## config.mk

```make
export PLATFORM = sky130hd
export DESIGN_NAME = carpma_denetleyici_flat
export DESIGN_NICKNAME = d
export VERILOG_FILES = /design/src/rtl/carpma_denetleyici_if.sv /design/src/rtl/carpma_denetleyici.sv /design/src/flat_wrapper.sv
export SDC_FILE = /design/constraint.sdc
export NUM_CORES = 1
export LEC_CHECK = 0
export ABC_AREA = 1
export CAP_MARGIN = 20
export CORE_ASPECT_RATIO = 1.4
export CORE_MARGIN = 1.5
export CORE_UTILIZATION = 47
export DETAILED_ROUTE_END_ITERATION = 16
export GPL_TIMING_DRIVEN = 0
export PLACE_DENSITY = 0.77
export SETUP_SLACK_MARGIN = 0.2
export SLEW_MARGIN = 20
export SYNTH_ARGS = -nofsm -noshare
export SYNTH_HDL_FRONTEND = slang
export SYNTH_SLANG_ARGS = --single-unit
```

## constraint.sdc

```tcl
create_clock -name clk -period 1.66 [get_ports clk]
set_input_delay 0.166 -clock clk [delete_from_list [all_inputs] [get_ports clk]]
set_output_delay 0.166 -clock clk [all_outputs]
set_load 0.02 [all_outputs]
```

## src/rtl/carpma_denetleyici_if.sv

```systemverilog
// Bundles the pipeline handshake and the multiplier request/response signals
// that the multiply sequencer uses.
interface carpma_denetleyici_if;
   logic        gecerli_g;
   logic        hazir_c;
   logic [1:0]  islem_g;
   logic [31:0] rs1_g;
   logic [31:0] rs2_g;
   logic        bosalt_g;
   logic        sonuc_gecerli_c;
   logic [31:0] sonuc_c;
   logic        sonuc_hazir_g;
   logic [31:0] carp_a_c;
   logic [31:0] carp_b_c;
   logic        carp_a_isaretli_c;
   logic        carp_b_isaretli_c;
   logic        carp_istek_c;
   logic [63:0] carp_sonuc_g;
   logic        carp_bitti_g;

   // The sequencer itself.
   modport slave (
      input  gecerli_g, islem_g, rs1_g, rs2_g, bosalt_g, sonuc_hazir_g,
      input  carp_sonuc_g, carp_bitti_g,
      output hazir_c, sonuc_gecerli_c, sonuc_c,
      output carp_a_c, carp_b_c, carp_a_isaretli_c, carp_b_isaretli_c, carp_istek_c
   );

   // The pipeline and the multiplier seen together as the other side.
   modport master (
      output gecerli_g, islem_g, rs1_g, rs2_g, bosalt_g, sonuc_hazir_g,
      output carp_sonuc_g, carp_bitti_g,
      input  hazir_c, sonuc_gecerli_c, sonuc_c,
      input  carp_a_c, carp_b_c, carp_a_isaretli_c, carp_b_isaretli_c, carp_istek_c
   );
endinterface

```

## src/rtl/carpma_denetleyici.sv

```systemverilog
// Execute-stage sequencer for RV32M MUL/MULH/MULHSU/MULHU in front of the
// iki_bit_adimli_carpici multiplier, with a one-entry last-product cache.
module carpma_denetleyici #(
   parameter int ONBELLEK_ETKIN  = 1,
   parameter int BOSALTMA_SURESI = 18
) (
   input  logic                 clk,
   input  logic                 rst_n,
   carpma_denetleyici_if.slave  bus
);

   localparam int SAYAC_W = (BOSALTMA_SURESI > 1) ? $clog2(BOSALTMA_SURESI) : 1;

   localparam logic [1:0] ISLEM_MUL    = 2'b00;
   localparam logic [1:0] ISLEM_MULH   = 2'b01;
   localparam logic [1:0] ISLEM_MULHSU = 2'b10;

   typedef enum logic [2:0] {
      BASLAT,
      BOSTA,
      ISTEK,
      BEKLE,
      SONUC,
      DRAIN
   } durum_t;

   durum_t              r_durum;
   durum_t              w_sonrakiDurum;
   logic [SAYAC_W-1:0]  r_sayac;

   logic [31:0]         r_a;
   logic [31:0]         r_b;
   logic                r_aIsr;
   logic                r_bIsr;
   logic [1:0]          r_islem;
   logic [63:0]         r_carpim;

   logic [31:0]         r_onA;
   logic [31:0]         r_onB;
   logic                r_onAIsr;
   logic                r_onBIsr;
   logic [63:0]         r_onCarpim;
   logic                r_onGecerli;

   logic                w_aIsr;
   logic                w_bIsr;
   logic                w_kabul;
   logic                w_isabet;
   logic                w_yakala;
   logic                w_iptal;
   logic                w_hazir;
   logic                w_sonucGecerli;
   logic                w_istek;

   assign w_aIsr = (bus.islem_g == ISLEM_MULH) || (bus.islem_g == ISLEM_MULHSU);
   assign w_bIsr = (bus.islem_g == ISLEM_MULH);

   // A flush on the same edge wins over an accept.
   assign w_kabul = bus.gecerli_g && (r_durum == BOSTA) && !bus.bosalt_g;

   // The low word is the same for any signedness, so MUL ignores the sign bits.
   assign w_isabet = (ONBELLEK_ETKIN != 0) && r_onGecerli
                     && (bus.rs1_g == r_onA) && (bus.rs2_g == r_onB)
                     && ((bus.islem_g == ISLEM_MUL)
                         || ((w_aIsr == r_onAIsr) && (w_bIsr == r_onBIsr)));

   assign w_yakala = (r_durum == BEKLE) && bus.carp_bitti_g && !bus.bosalt_g;
   assign w_iptal  = ((r_durum == ISTEK) || (r_durum == BEKLE)) && bus.bosalt_g;

   always_ff @(posedge clk) begin
      if (!rst_n) begin
         r_durum <= BASLAT;
      end else begin
         r_durum <= w_sonrakiDurum;
      end
   end

   always_comb begin
      w_sonrakiDurum = r_durum;
      w_hazir        = 1'b0;
      w_sonucGecerli = 1'b0;
      w_istek        = 1'b0;
      case (r_durum)
         BASLAT: begin
            if (r_sayac == '0) begin
               w_sonrakiDurum = BOSTA;
            end
         end
         BOSTA: begin
            w_hazir = 1'b1;
            if (w_kabul) begin
               w_sonrakiDurum = w_isabet ? SONUC : ISTEK;
            end
         end
         ISTEK: begin
            w_istek        = 1'b1;
            w_sonrakiDurum = bus.bosalt_g ? DRAIN : BEKLE;
         end
         BEKLE: begin
            if (bus.bosalt_g) begin
               w_sonrakiDurum = bus.carp_bitti_g ? BOSTA : DRAIN;
            end else if (bus.carp_bitti_g) begin
               w_sonrakiDurum = SONUC;
            end
         end
         SONUC: begin
            w_sonucGecerli = 1'b1;
            if (bus.bosalt_g || bus.sonuc_hazir_g) begin
               w_sonrakiDurum = BOSTA;
            end
         end
         DRAIN: begin
            if (bus.carp_bitti_g) begin
               w_sonrakiDurum = BOSTA;
            end
         end
         default: begin
            w_sonrakiDurum = BASLAT;
         end
      endcase
   end

   // The multiplier has no reset, so after reset we wait long enough for any
   // operation it still has in flight to finish before issuing a new one.
   always_ff @(posedge clk) begin
      if (!rst_n) begin
         r_sayac <= SAYAC_W'(BOSALTMA_SURESI - 1);
      end else if ((r_durum == BASLAT) && (r_sayac != '0)) begin
         r_sayac <= r_sayac - SAYAC_W'(1);
      end
   end

   // Multiplier inputs come only from these registers: the multiplier applies
   // its sign correction from the live inputs when it finishes.
   always_ff @(posedge clk) begin
      if (!rst_n) begin
         r_a         <= '0;
         r_b         <= '0;
         r_aIsr      <= 1'b0;
         r_bIsr      <= 1'b0;
         r_islem     <= ISLEM_MUL;
         r_carpim    <= '0;
         r_onA       <= '0;
         r_onB       <= '0;
         r_onAIsr    <= 1'b0;
         r_onBIsr    <= 1'b0;
         r_onCarpim  <= '0;
         r_onGecerli <= 1'b0;
      end else begin
         if (w_kabul) begin
            r_islem <= bus.islem_g;
            if (w_isabet) begin
               r_carpim <= r_onCarpim;
            end else begin
               r_a    <= bus.rs1_g;
               r_b    <= bus.rs2_g;
               r_aIsr <= w_aIsr;
               r_bIsr <= w_bIsr;
            end
         end
         if (w_yakala) begin
            r_carpim    <= bus.carp_sonuc_g;
            r_onCarpim  <= bus.carp_sonuc_g;
            r_onA       <= r_a;
            r_onB       <= r_b;
            r_onAIsr    <= r_aIsr;
            r_onBIsr    <= r_bIsr;
            r_onGecerli <= 1'b1;
         end else if (w_iptal) begin
            r_onGecerli <= 1'b0;
         end
      end
   end

   assign bus.hazir_c           = w_hazir;
   assign bus.sonuc_gecerli_c   = w_sonucGecerli;
   assign bus.sonuc_c           = (r_islem == ISLEM_MUL) ? r_carpim[31:0] : r_carpim[63:32];
   assign bus.carp_istek_c      = w_istek;
   assign bus.carp_a_c          = r_a;
   assign bus.carp_b_c          = r_b;
   assign bus.carp_a_isaretli_c = r_aIsr;
   assign bus.carp_b_isaretli_c = r_bIsr;

endmodule

```

## src/flat_wrapper.sv

```systemverilog
// flat-port wrapper written by rule: the top's interface ports become plain ports
module carpma_denetleyici_flat 
#(
   parameter int ONBELLEK_ETKIN  = 1,
   parameter int BOSALTMA_SURESI = 18
)
  (clk, rst_n, bus_gecerli_g, bus_islem_g, bus_rs1_g, bus_rs2_g, bus_bosalt_g, bus_sonuc_hazir_g, bus_carp_sonuc_g, bus_carp_bitti_g, bus_hazir_c, bus_sonuc_gecerli_c, bus_sonuc_c, bus_carp_a_c, bus_carp_b_c, bus_carp_a_isaretli_c, bus_carp_b_isaretli_c, bus_carp_istek_c);
  carpma_denetleyici_if bus_i ();
  input  logic clk;
  input  logic rst_n;
  input wire logic [$bits(bus_i.gecerli_g)-1:0] bus_gecerli_g;
  input wire logic [$bits(bus_i.islem_g)-1:0] bus_islem_g;
  input wire logic [$bits(bus_i.rs1_g)-1:0] bus_rs1_g;
  input wire logic [$bits(bus_i.rs2_g)-1:0] bus_rs2_g;
  input wire logic [$bits(bus_i.bosalt_g)-1:0] bus_bosalt_g;
  input wire logic [$bits(bus_i.sonuc_hazir_g)-1:0] bus_sonuc_hazir_g;
  input wire logic [$bits(bus_i.carp_sonuc_g)-1:0] bus_carp_sonuc_g;
  input wire logic [$bits(bus_i.carp_bitti_g)-1:0] bus_carp_bitti_g;
  output wire logic [$bits(bus_i.hazir_c)-1:0] bus_hazir_c;
  output wire logic [$bits(bus_i.sonuc_gecerli_c)-1:0] bus_sonuc_gecerli_c;
  output wire logic [$bits(bus_i.sonuc_c)-1:0] bus_sonuc_c;
  output wire logic [$bits(bus_i.carp_a_c)-1:0] bus_carp_a_c;
  output wire logic [$bits(bus_i.carp_b_c)-1:0] bus_carp_b_c;
  output wire logic [$bits(bus_i.carp_a_isaretli_c)-1:0] bus_carp_a_isaretli_c;
  output wire logic [$bits(bus_i.carp_b_isaretli_c)-1:0] bus_carp_b_isaretli_c;
  output wire logic [$bits(bus_i.carp_istek_c)-1:0] bus_carp_istek_c;
  assign bus_i.gecerli_g = bus_gecerli_g;
  assign bus_i.islem_g = bus_islem_g;
  assign bus_i.rs1_g = bus_rs1_g;
  assign bus_i.rs2_g = bus_rs2_g;
  assign bus_i.bosalt_g = bus_bosalt_g;
  assign bus_i.sonuc_hazir_g = bus_sonuc_hazir_g;
  assign bus_i.carp_sonuc_g = bus_carp_sonuc_g;
  assign bus_i.carp_bitti_g = bus_carp_bitti_g;
  assign bus_hazir_c = bus_i.hazir_c;
  assign bus_sonuc_gecerli_c = bus_i.sonuc_gecerli_c;
  assign bus_sonuc_c = bus_i.sonuc_c;
  assign bus_carp_a_c = bus_i.carp_a_c;
  assign bus_carp_b_c = bus_i.carp_b_c;
  assign bus_carp_a_isaretli_c = bus_i.carp_a_isaretli_c;
  assign bus_carp_b_isaretli_c = bus_i.carp_b_isaretli_c;
  assign bus_carp_istek_c = bus_i.carp_istek_c;
  carpma_denetleyici #(.ONBELLEK_ETKIN(ONBELLEK_ETKIN), .BOSALTMA_SURESI(BOSALTMA_SURESI)) u_core (.clk(clk), .rst_n(rst_n), .bus(bus_i));
endmodule
```

==> results.yml, run 1 <==
sta:
  postLayoutSetupSlackWorst_ps: -494
  drv_slew: 0
  tightest_slew_ps: 981
  finClkSkew_ps: 27.4
  fin_crit_sh_pct: 130
  setup_violations: 251
  rsz0062_at_grt: "yes"
  final.setup.tns_ps: -55950
  slew_headroom_pct: 34.6
  max_freq_ghz: 0.464
  finalCriticalPeriod_ps: 2150
  whs_ps: 107
  hold_viol: 0
routing:
  drtPass1Iterations: 7
  drc: 0
  drt.antenna.violating_nets: 0
  avgRoutedWirePerCell_um: 19.4
  routed_via_density: 5.60
  num_vias: 13592
  drt_iter0_drc: 827
  wl_um: 47100
grt:
  busiest_layer: "met2"
  grtUsageTotal_pct: 32.0
  antenna_found_initial: 2
  grtUsageMet2_pct: 59.8
  grt_pass1_wl_um: 69200
  grt_util_met1_pct: 32.4
  grt_pass1_vias: 13278
  grt-ovfl-total: 0
  grtUsageMet3_pct: 5.57
  grt_max_degree: 15
synthesis:
  synth-seq-cells: 271
  synth-seq-area-share_pct: 43.8
  ys_async_sr_fraction_pct: 0
  synthCells: 1751
  ys_warn_count: 0
  synth_fp_nets: 1890
  ys_top_cells_by_count: "nand2_1, dfxtp_1, nor2_1, inv_1, a21oi_1"
  synth_edf_count: 0
  avgSynthCellArea_um2: 7.07
  synth_most_common_cell: "nand2_1"
  synthTopCellsByArea: "dfxtp_1, nand2_1, nor2_1"
  synth_flop_cell: "dfxtp_1"
  netlist.area_leader.share_pct: 43.8
  synth_top_area_cell: "dfxtp_1"
  synth_cell_type_count: 28
  netlist_area_mm2: 0.0124
clock_network:
  cts_num_sinks: 271
  hold_buffers: 0
  tritoncts: "built"
  cts_buffer_depth: 3
  insertion_delay_ps: 580
  ctsHtreeMaxLevel: 1
  cts.clk_slew.worst_paths_ps: 60
  cts_root_buffer: "clkbuf_16"
  cts-buffers-inserted: 27
power:
  p_leak_nw: 8.23
  pwr-share-clk_pct: 41.9
  power_frac_comb_pct: 15.6
  irDropWorstVdd_uv: 807
  power_switching_mw: 4.23
  p_sw_share_pct: 26.5
  internal-power_mw: 11.7
  p_per_area_mw_per_mm2: 834
  seq_power_share_pct: 42.6
status:
  status: "finished with violations"
  violations: "negative setup slack"
die:
  ios: 237
  core_region_area_mm2: 0.0260
  dieArea_mm2: 0.0273
  die_width_um: 140
  die_height_um: 195
  start_util_pct: 47.6
  rows: 70
placed_design:
  dp_cells: 2311
  io_buffers: 236
  gp_congestion: 0.988
  hpwl_um: 30500
layout:
  diodes: 0
  final_layout_size_suffix_gt1_share_pct: 28.2
  area_delta_synth_final_pct: 54.7
  nNetsFinal: 2227
  stdcell_count: 2429
  utilization_pct: 73.6
worst_setup_path:
  worstSetupPathType: "register to register"
  worst_setup_path_start_kind: "register"
  path_max_fanout: 9
  reg2reg_depth: 14
  r2r_start: "u_core.r_onA[15]"
  cp.arrival_ps: 2650
  reg2reg_slack_ps: -490
  rr_endpoint: "u_core.r_carpim[21]"
  end_kind: "register"
  critPathRequiredTime_ps: 2150
worst_hold_path:
  hold_depth: 3
  hold_path.class: "input port to register"
  whs_endpoint: "u_core.r_islem[1]"
  min-delay-start: "bus_islem_g[1]"
flow_run:
  cap_violations: 0
## stage by stage
step           power, mW  setup WS (ps)  area (um2)
4_1_cts             15.8           -296       18500
3_5_place_dp        8.82          -1200       15500
3_3_place_gp        8.79          -1160       15500
2_1_floorplan       7.94           8.34       12700
5_1_grt             16.4           -578       19200
6_report            16.0           -494       19200
## power by group through the flow
stage,Clock [mW],Combinational [mW],Sequential (mW)
after global placement,0,1.87,6.92
after global routing,6.96,2.63,6.81
after CTS,6.68,2.33,6.79
after detailed placement,0,1.90,6.92
after floorplan,0,0.953,6.98
final,6.68,2.49,6.80
## worst max-delay path: stages, from the launching register on
cell,delay (ps)
dfxtp_2,330
nand2_2,120
nand2_1,80
nor2_2,140
nand2_1,60
nor2_1,100
nand2_1,70
nor2_2,190
nand4_1,160
buf_6,190
buf_12,160
buf_8,130
nand3b_1,80
nand2_1,80
nor2_1,160
## worst max-delay path by stage
stage	slack, ps	endpoint	cells after the start	from
2_1_floorplan	8	u_core.r_carpim[25]	10	u_core.r_durum[2]
5_1_grt	-580	u_core.r_carpim[19]	15	u_core.r_onB[13]
6_report	-490	u_core.r_carpim[21]	14	u_core.r_onA[15]
3_3_place_gp	-1160	u_core.r_carpim[62]	10	bus_bosalt_g
4_1_cts	-300	u_core.r_carpim[6]	14	u_core.r_onA[19]
3_5_place_dp	-1200	u_core.r_carpim[33]	10	bus_bosalt_g
## placed cells by master, fill, tap and decap left out, types with 9 or more instances in the layout
master	n
a21boi_2	59
a21oi_1	126
a21oi_2	15
buf_12	20
buf_2	10
buf_4	42
buf_6	41
buf_8	17
clkbuf_1	40
clkbuf_16	51
clkbuf_8	13
clkdlybuf4s15_1	25
clkdlybuf4s15_2	10
clkdlybuf4s50_1	134
dfxtp_1	229
dfxtp_2	40
dlygate4sd2_1	32
inv_1	156
inv_2	18
mux2i_1	35
mux2i_2	20
mux2i_4	9
nand2_1	357
nand2_2	74
nand3_1	96
nand3b_1	34
nand4_1	9
nor2_1	184
nor2_2	21
nor2_4	10
o21ai_0	13
o21ai_1	29
o21ai_2	58
## kinds of logic (layout without fill, tap and decap cells)
logic type               after synthesis  in the layout  share of synthesized area (%)
AND/OR/NAND/NOR                      811            811                           27.1
AO/OA/AOI/OAI                        312            312                           14.0
flip-flops                           271            271                           43.8
adder cells (fa/ha/maj)                3              3                          0.303
buffers and inverters                286            640                           9.35
multiplexers                          64             64                           5.17
XOR/XNOR                               4              4                          0.283
## flip-flops by register name, indices dropped and copies added, names as in the netlist
signal                        count
u_core.r_carpim                  64
u_core.r_onBIsr                   1
u_core.r_onAIsr                   1
u_core.bus.carp_b_isaretli_c      1
u_core.bus.carp_a_c              32
u_core.r_onCarpim                64
u_core.r_onGecerli                1
u_core.r_islem                    2
u_core.r_onA                     32
u_core.bus.carp_b_c              32
u_core.r_onB                     32
u_core.bus.carp_a_isaretli_c      1
u_core.r_sayac                    5
u_core.r_durum                    3
## routing by layer
layer	vias up	part of all wire, %
met1	6394	33
met5	-	0.064
met4	4	7.2
li1	6267	-
met3	222	7.3
met2	705	52
## what timing repair did
action                                  in CTS  in global routing
pin swaps                                   73                 57
gates resized for setup                    717                176
setup buffers                               47                  3
endpoints found under the setup margin     371                354
cloned                                      17                  5
## final cells by class
class	instances	area [um2]
multi-input combinational	1194	7070
fill	1762	6860
sequential	271	5480
timing repair buffer	308	3340
buffer	106	1200
clock buffer	37	753
inverter	180	708
tap	324	405
clock inverter	9	194
Note: power is estimated with default switching activity, not from simulation.
==> run 2, diff against run 1 <==
- GPL_TIMING_DRIVEN: 0 -> unset
==> results.yml, run 2 (synthesis results as in run 1) <==
sta:
  hold_viol: 0
  slew_headroom_pct: 63.5
  postLayoutSetupSlackWorst_ps: -597
  tightest_slew_ps: 547
  rsz0062_at_grt: "yes"
  whs_ps: 109
  setup_violations: 254
  drv_slew: 0
  final.setup.tns_ps: -67230
  fin_crit_sh_pct: 136
  finalCriticalPeriod_ps: 2260
  finClkSkew_ps: 15.2
  max_freq_ghz: 0.443
die:
  ios: 237
  die_width_um: 140
  die_height_um: 195
  core_region_area_mm2: 0.0260
  dieArea_mm2: 0.0273
  start_util_pct: 47.6
  rows: 70
power:
  pwr-share-clk_pct: 38.5
  seq_power_share_pct: 43.2
  power_frac_comb_pct: 18.3
  irDropWorstVdd_uv: 888
  p_sw_share_pct: 27.7
  p_leak_nw: 8.94
  power_switching_mw: 4.36
  p_per_area_mw_per_mm2: 778
  internal-power_mw: 11.4
  p_total_mw: 15.7
flow_run:
  cap_violations: 0
grt:
  grt_pass1_wl_um: 64000
  grt-ovfl-total: 0
  grt_max_degree: 73
  grtUsageTotal_pct: 29.1
  antenna_found_initial: 1
  grt_pass1_vias: 12654
layout:
  reg.largest.list: "u_core.r_carpim x64, u_core.r_onCarpim x64"
  nFillCells: 1568
  utilization_pct: 77.6
  area_delta_synth_final_pct: 63.1
  postLayoutCellArea_mm2: 0.0202
  nNetsFinal: 2297
  final_layout_size_suffix_gt1_share_pct: 30.4
  final_common_cell: "nand2_1"
  layout_common_cells: "nand2_1, dfxtp_1, clkdlybuf4s50_1"
worst_setup_path:
  path_max_fanout: 8
  slowest_stage: "dfxtp_4"
  slowest_delay_ps: 370
  crit_top_cell: "nand2_1"
  worst_setup_path_start_kind: "register"
  cp.arrival_ps: 2720
  worstSetupPathType: "register to register"
  end_kind: "register"
  critPathRequiredTime_ps: 2120
  critical_path.cell_chain: "inv_2 > nand2_2 > nand2_1 > nor2_1 > nand2_1 > nor2_1 > nand2_1 > nor2_2 > nand4_1 > buf_6 > clkbuf_16 > buf_16 > nand3b_1 > nand2_1 > nor2_1"
clock_network:
  cts-buffers-inserted: 27
  cts_buffer_depth: 3
  cts_num_sinks: 271
  cts_root_buffer: "clkbuf_16"
  insertion_delay_ps: 540
  tritoncts: "built"
  cts.clk_slew.worst_paths_ps: 70
  ctsHtreeMaxLevel: 1
routing:
  routed_via_density: 5.72
  num_vias: 14312
  wl_um: 52600
  drt.antenna.violating_nets: 0
  drtPass1Iterations: 7
  drt_iter0_drc: 1079
  drc: 0
  avgRoutedWirePerCell_um: 21.0
placed_design:
  hpwl_um: 27100
  io_buffers: 236
  placed_cell_area_mm2: 0.0164
  gp_congestion: 0.973
status:
  status: "finished with violations"
  violations: "negative setup slack"
worst_hold_path:
  hold_path.class: "input port to register"
## run 2: cell types whose count changed in the layout (fill, tap and decap cells not counted), moves of 20 or more
cell	previous run	this run
buf_4	42	141
o21ai_1	29	61
clkdlybuf4s15_1	25	0
dlygate4sd2_1	32	0
clkbuf_1	40	9
buf_6	41	77
dlymetal6s2s_1	0	20
clkdlybuf4s50_1	134	180
o21ai_2	58	13
## run 2: per-stage QoR
step / setup WS, ps / std cells
3_3_place_gp: -962 / 2377
5_1_grt: -706 / 2502
2_1_floorplan: 8.34 / 1751
4_1_cts: -333 / 2457
3_5_place_dp: -1020 / 2377
6_report: -597 / 2503
## run 2: timing repair
action | in CTS | in global routing
endpoints found under the hold margin | 2 | 1
setup endpoints to repair | 370 | 371
cloned | 10 | 25
buffers inserted | 20 | 19
resized for setup | 352 | 393
pin swaps | 7 | 74
hold buffers | 1 | 1
## run 2: routing by layer
layer / part of all wire, % / up-vias / track usage [%] / routed length (um)
met5: 0.021 / - / 0 / 11
met3: 8.4 / 284 / 5.32 / 4430
met2: 49 / 866 / 52.2 / 26000
met4: 8.1 / 2 / 16.1 / 4250
li1: - / 6426 / - / -
met1: 34 / 6734 / 32.2 / 17900
## run 2: area by class of cell
| cell class | instances | area [um2] | area share [%] |
|---|---|---|---|
| repair buffers | 484 | 5470 | 27.1 |
| multi-input cells | 1194 | 7300 | 36.1 |
| diodes | 1 | 2.50 | 0.0124 |
| clock buffers | 40 | 764 | 3.79 |
| clock inverters | 9 | 78.8 | 0.390 |
| flip-flops and latches | 271 | 5460 | 27.0 |
| well taps | 324 | 405 | 2.01 |
| inverters | 180 | 709 | 3.51 |
## run 2: power groups by stage
stage	sequential, mW	clock [mW]	combinational (mW)
final	6.79	6.04	2.88
after global routing	6.80	6.33	3.04
after global placement	6.91	0	1.99
after floorplan	6.98	0	0.953
after CTS	6.78	5.99	2.33
after detailed placement	6.92	0	2.02
## run 2: final timing paths
| kind | from | slack [ps] | to | cells after the start |
|---|---|---|---|---|
| worst max-delay path | u_core.r_onA[12] | -600 | u_core.r_carpim[28] | 15 |
| worst min-delay path | bus_islem_g[1] | 110 | u_core.r_islem[1] | 4 |
| worst max register to register | u_core.r_onA[12] | -600 | u_core.r_carpim[28] | 15 |
| worst min register to register | u_core.r_onA[25] | 460 | u_core.r_onA[25] | 2 |
## run 2: worst max-delay path: cells and delay by family, from the launching register on
family | cells | cell delay [ps]
AND/OR/NAND/NOR | 11 | 1250
flip-flops | 1 | 370
buffers and inverters | 4 | 560
